$ cat config.mk
export PLATFORM = sky130hd
export DESIGN_NAME = rc4_sequencer
export DESIGN_NICKNAME = d
export VERILOG_FILES = /design/src/rtl/rc4_pkg.sv /design/src/rtl/rc4_key_counter.sv /design/src/rtl/rc4_sequencer.sv
export SDC_FILE = /design/constraint.sdc
export NUM_CORES = 1
export LEC_CHECK = 0
export CORE_ASPECT_RATIO = 0.9
export CORE_MARGIN = 4
export CORE_UTILIZATION = 40
export CTS_CLUSTER_DIAMETER = 100
export CTS_CLUSTER_SIZE = 20
export DETAILED_ROUTE_END_ITERATION = 12
export DONT_BUFFER_PORTS = 1
export GPL_ROUTABILITY_DRIVEN = 0
export GPL_TIMING_DRIVEN = 0
export PLACE_DENSITY = 0.58
export REMOVE_ABC_BUFFERS = 1
export SLEW_MARGIN = 20
export SYNTH_ARGS = -nofsm -noshare
export SYNTH_HDL_FRONTEND = slang
export SYNTH_SLANG_ARGS = --single-unit
$ cat constraint.sdc
create_clock -name clk -period 3.4 [get_ports clk]
set_clock_uncertainty 0.2 [all_clocks]
set_input_delay 0.34 -clock clk [delete_from_list [all_inputs] [get_ports clk]]
set_output_delay 0.34 -clock clk [all_outputs]
set_load 0.05 [all_outputs]
$ cat src/rtl/rc4_pkg.sv
// RC4 key-search sequencer: shared key-space constants and FSM state encoding.
// Imported by rc4_key_counter and rc4_sequencer.
package rc4_pkg;

  localparam int KEY_W = 24;
  localparam logic [KEY_W-1:0] KEY_MAX = 24'h3FFFFF;

  typedef enum logic [2:0] {
    ST_IDLE,
    ST_INIT,
    ST_SHUFFLE,
    ST_DECRYPT,
    ST_NEXT_KEY,
    ST_FOUND,
    ST_FAIL
  } state_e;

endpackage

$ cat src/rtl/rc4_key_counter.sv
// Candidate-key register for the RC4 key search: load, saturating increment,
// and range flags.
// Ports:
//   clk, reset : clock, async active-high reset (key -> 0)
//   load       : capture load_val (has priority over inc)
//   load_val   : first key of a search
//   inc        : step to the next key; never wraps past KEY_MAX
//   key        : registered current key
//   at_max     : key == KEY_MAX
//   load_over  : load_val lies outside the search space
module rc4_key_counter #(
  parameter int KEY_W = rc4_pkg::KEY_W,
  parameter logic [KEY_W-1:0] KEY_MAX = rc4_pkg::KEY_MAX
) (
  input  logic             clk,
  input  logic             reset,
  input  logic             load,
  input  logic [KEY_W-1:0] load_val,
  input  logic             inc,
  output logic [KEY_W-1:0] key,
  output logic             at_max,
  output logic             load_over
);

  import rc4_pkg::*;

  logic [KEY_W-1:0] key_q;
  logic [KEY_W-1:0] key_d;

  assign at_max    = (key_q == KEY_MAX);
  assign load_over = (load_val > KEY_MAX);
  assign key       = key_q;

  always_comb begin
    key_d = key_q;
    if (load) begin
      key_d = load_val;
    end else if (inc && !at_max) begin
      key_d = key_q + KEY_W'(1);
    end
  end

  always_ff @(posedge clk or posedge reset) begin
    if (reset) begin
      key_q <= '0;
    end else begin
      key_q <= key_d;
    end
  end

endmodule

$ cat src/rtl/rc4_sequencer.sv
// RC4 brute-force key-search sequencer: steps each key through the
// init/shuffle/decrypt stage machines and reports found or exhausted.
// Ports:
//   clk, reset        : clock, async active-high reset
//   start, abort      : single-cycle commands (abort has priority)
//   key_start         : first key, sampled on an accepted start
//   init_done, shuffle_done, decrypt_done : stage completion pulses
//   decrypt_valid     : plaintext acceptable, qualified by decrypt_done
//   start_init, start_shuffle, start_decrypt : level stage enables
//   secret_key        : key under test / key found
//   busy, found, fail : status; found and fail are sticky
module rc4_sequencer #(
  parameter int KEY_W = rc4_pkg::KEY_W,
  parameter logic [KEY_W-1:0] KEY_MAX = rc4_pkg::KEY_MAX
) (
  input  logic             clk,
  input  logic             reset,
  input  logic             start,
  input  logic             abort,
  input  logic [KEY_W-1:0] key_start,
  input  logic             init_done,
  input  logic             shuffle_done,
  input  logic             decrypt_done,
  input  logic             decrypt_valid,
  output logic             start_init,
  output logic             start_shuffle,
  output logic             start_decrypt,
  output logic [KEY_W-1:0] secret_key,
  output logic             busy,
  output logic             found,
  output logic             fail
);

  import rc4_pkg::*;

  state_e state_q;
  state_e state_d;

  logic key_load;
  logic key_inc;
  logic key_at_max;
  logic key_over;

  logic start_init_q;
  logic start_init_d;
  logic start_shuffle_q;
  logic start_shuffle_d;
  logic start_decrypt_q;
  logic start_decrypt_d;
  logic busy_q;
  logic busy_d;
  logic found_q;
  logic found_d;
  logic fail_q;
  logic fail_d;

  rc4_key_counter #(
    .KEY_W   (KEY_W),
    .KEY_MAX (KEY_MAX)
  ) u_key (
    .clk       (clk),
    .reset     (reset),
    .load      (key_load),
    .load_val  (key_start),
    .inc       (key_inc),
    .key       (secret_key),
    .at_max    (key_at_max),
    .load_over (key_over)
  );

  always_comb begin
    state_d  = state_q;
    key_load = 1'b0;
    key_inc  = 1'b0;
    if (abort) begin
      state_d = ST_IDLE;
    end else begin
      unique case (state_q)
        ST_IDLE, ST_FOUND, ST_FAIL: begin
          if (start) begin
            key_load = 1'b1;
            state_d  = key_over ? ST_FAIL : ST_INIT;
          end
        end
        ST_INIT: begin
          if (init_done) state_d = ST_SHUFFLE;
        end
        ST_SHUFFLE: begin
          if (shuffle_done) state_d = ST_DECRYPT;
        end
        ST_DECRYPT: begin
          if (decrypt_done) begin
            state_d = decrypt_valid ? ST_FOUND : ST_NEXT_KEY;
          end
        end
        ST_NEXT_KEY: begin
          // Last key exhausted: stop without wrapping.
          if (key_at_max) begin
            state_d = ST_FAIL;
          end else begin
            key_inc = 1'b1;
            state_d = ST_INIT;
          end
        end
        default: state_d = ST_IDLE;
      endcase
    end
  end

  // Outputs decoded from the next state so they are registered
  // alongside the state itself.
  always_comb begin
    start_init_d    = (state_d == ST_INIT);
    start_shuffle_d = (state_d == ST_SHUFFLE);
    start_decrypt_d = (state_d == ST_DECRYPT);
    busy_d          = (state_d == ST_INIT) ||
                      (state_d == ST_SHUFFLE) ||
                      (state_d == ST_DECRYPT) ||
                      (state_d == ST_NEXT_KEY);
    found_d         = (state_d == ST_FOUND);
    fail_d          = (state_d == ST_FAIL);
  end

  always_ff @(posedge clk or posedge reset) begin
    if (reset) begin
      state_q         <= ST_IDLE;
      start_init_q    <= 1'b0;
      start_shuffle_q <= 1'b0;
      start_decrypt_q <= 1'b0;
      busy_q          <= 1'b0;
      found_q         <= 1'b0;
      fail_q          <= 1'b0;
    end else begin
      state_q         <= state_d;
      start_init_q    <= start_init_d;
      start_shuffle_q <= start_shuffle_d;
      start_decrypt_q <= start_decrypt_d;
      busy_q          <= busy_d;
      found_q         <= found_d;
      fail_q          <= fail_d;
    end
  end

  assign start_init    = start_init_q;
  assign start_shuffle = start_shuffle_q;
  assign start_decrypt = start_decrypt_q;
  assign busy          = busy_q;
  assign found         = found_q;
  assign fail          = fail_q;

endmodule

==> impl_metrics.json <==
{
  "end_kind": "flip-flop",
  "setup_tns_ns": 0,
  "worst_slew_pin_slew_ns": 0.688,
  "core_area_um2": 4890,
  "grt_max_degree": 36,
  "synth-simple-area-share": 0.304,
  "cp_slowest_cell": "or4_1",
  "synth_top_family_by_area": "simple AND/OR/NAND/NOR gates",
  "syn_avg_cell_area_um2": 9.06,
  "grt_pass1_wl_um": 7700,
  "grt_overflow": 0,
  "crit_required_ns": 3.39,
  "h-tree-depth": 2,
  "cts.sinks": 33,
  "dpl_worst_slack_ns": 0.738,
  "clk_latency_ns": 0.29,
  "die_h_um": 75.9,
  "fin_crit_sh": 0.788,
  "synth-edff-count": 0,
  "clkTransAtPathRegs_ns": 0.07,
  "syn2layout_area_growth_pct": 15.0,
  "final_nets": 275,
  "fmax_mhz": 373,
  "yosys_warnings": 0,
  "place_inst": 280,
  "drv_cap": 0,
  "drc_errors": 0,
  "wl_um": 4890,
  "clock_path_buffers": 2,
  "ant_nets": 0,
  "yosys-mux-area-fraction": 0.0104,
  "yosysUniqueCellTypes": 45,
  "grt_pass1_vias": 1540,
  "final_cells": 308,
  "antenna_found_initial": 0,
  "crit_type": "reg2reg",
  "slew_violations": 0,
  "synth_cells": 226,
  "portBuffers": 0,
  "synth_flop_cell": "dfrtp_1",
  "n_antenna_cell": 0,
  "die_area_um2": 6330,
  "arrival_ns": 2.67,
  "crit_fanout": 9,
  "rsz0062_at_grt": "no",
  "die_x_um": 83.4,
  "track_usage": 0.156,
  "startpoint_type": "flip-flop",
  "synthArstFlopShare": 1.00,
  "setup_violations": 0,
  "ios": 62,
  "total_leakage_power_nw": 0.903,
  "synth_xor_area_frac": 0.0641,
  "place_area_um2": 2070,
  "whs_ns": 0.0112,
  "power-per-cell-area_nw_per_um2": 881,
  "cts_tree": "done",
  "min_period_ns": 2.68,
  "hold_viol": 0,
  "synth_seq_cells": 33,
  "initialDrtViolationCount": 71,
  "rows": 24,
  "wire_per_inst_um": 15.9,
  "start_util": 0.418,
  "status": "completed",
  "path_cells": "nand3_1 -> or4_1 -> nor2_2 -> nand2_1 -> a211oi_1",
  "via_per_inst": 5.54,
  "utilization": 0.481,
  "synthesis.area_um2": 2050,
  "clockRootBuffer": "clkbuf_8",
  "drive_gt1_frac": 0.0823,
  "first_pass_iters": 4,
  "relSlewSlack": 0.537,
  "num_vias": 1705,
  "finalInstanceArea_um2": 2360,
  "setup_ws_ns": 0.721,
  "cts_made_buffers": 5,
  "hold_class": "in2reg",
  "ys_seq_area_frac": 0.403,
  "ir_drop_uv": 284,
  "finalPower_mw": 2.08,
  "synth-compound-area-share": 0.175,
  "dp_hpwl_um": 3490,
  "synth_fa_ha_area_frac": 0.00611,
  "max_stage_delay_ns": 0.75
}
## final cells by class
class / instances / area [µm²]
Inverter: 5 / 18.8
Fill cell: 484 / 2540
Clock buffer: 6 / 72.6
Sequential cell: 33 / 826
Clock inverter: 2 / 10.0
Multi-Input combinational cell: 177 / 1150
Timing Repair Buffer: 20 / 200
Tap cell: 65 / 81.3
## cells in the mapped netlist (5+ instances only)
cell | n | area, µm²
a31oi_1 | 6 | 37.5
and3_1 | 7 | 43.8
buf_2 | 7 | 35.0
dfrtp_1 | 33 | 826
inv_1 | 5 | 18.8
nand2_1 | 32 | 120
nand3_1 | 14 | 70.1
nand4_1 | 7 | 43.8
nor2_1 | 8 | 30.0
o211ai_1 | 11 | 82.6
o21ai_0 | 15 | 75.1
o21ai_1 | 5 | 25.0
or4_1 | 8 | 60.1
xnor2_1 | 5 | 43.8
xor2_1 | 10 | 87.6
## metal layers
| metal | share of wire | vias to the layer above | global-route usage | wire (µm) |
|---|---|---|---|---|
| met5 | 0 | - | 0 | 0 |
| met4 | 0.013 | 0 | 0.0536 | 62 |
| met3 | 0.069 | 5 | 0.0638 | 337 |
| met2 | 0.45 | 43 | 0.244 | 2210 |
| met1 | 0.47 | 781 | 0.198 | 2280 |
| li1 | - | 876 | - | - |
## flip-flops by register name (all words and copies together) (netlist names)
register       count
state_q            3
u_key.key         24
start_init         1
start_decrypt      1
busy               1
fail               1
found              1
start_shuffle      1
## cells in the final DEF (no fill, tap or decap), types with 4 or more instances in the layout
cell type      synthesis  layout
a31oi_1                6       6
and3_1                 7       7
clkbuf_8               0       5
dfrtp_1               33      33
dlygate4sd3_1          0      20
inv_1                  5       4
nand2_1               32      32
nand3_1               14      14
nand4_1                7       7
nor2_1                 8       8
o211ai_1              11      11
o21ai_0               15      15
o21ai_1                5       5
or4_1                  8       8
xnor2_1                5       5
xor2_1                10      10
## power by group
part           switching [mW]  internal, mW  leakage, nW
combinational           0.228         0.212        0.448
sequential              0.810         0.540        0.411
clock                   0.143         0.142       0.0450
total                    1.18         0.895        0.903
## timing repair
item | in CTS | in global routing
gates resized for setup | 0 | 0
hold buffers | 20 | 0
setup buffers | 0 | 0
endpoints found under the hold margin | 52 | 0
## critical path: cells and delay by family, from the launching register on
family           cells  cell delay [ns]
AO/OA/AOI/OAI        1             0.24
AND/OR/NAND/NOR      4             1.41
flip-flops           1             0.73
## kinds of logic (layout without fill, tap and decap cells)
| kind of cell | Yosys count | after routing |
|---|---|---|
| flip-flops | 33 | 33 |
| XOR/XNOR | 15 | 15 |
| adder cells (fa/ha/maj) | 1 | 1 |
| buffers and inverters | 16 | 33 |
| multiplexers | 2 | 2 |
| AO/OA/AOI/OAI | 55 | 55 |
| AND/OR/NAND/NOR | 104 | 104 |
## final timing paths
| path | start | endpoint | slack, ns | cells past startpoint |
|---|---|---|---|---|
| max | u_key.key[6]$_DFFE_PP0P_ | fail$_DFF_PP0_ | 0.72 | 5 |
| min in group asynchronous | reset | u_key.key[4]$_DFFE_PP0P_ | 0.41 | 2 |
| min | key_start[12] | u_key.key[12]$_DFFE_PP0P_ | 0.01 | 2 |
| max reg2reg | u_key.key[6]$_DFFE_PP0P_ | fail$_DFF_PP0_ | 0.72 | 5 |
| min reg2reg | u_key.key[5]$_DFFE_PP0P_ | u_key.key[5]$_DFFE_PP0P_ | 0.66 | 2 |
| max in group asynchronous | reset | u_key.key[20]$_DFFE_PP0P_ | 2.15 | 2 |
Note: power is estimated with default switching activity, not from simulation.
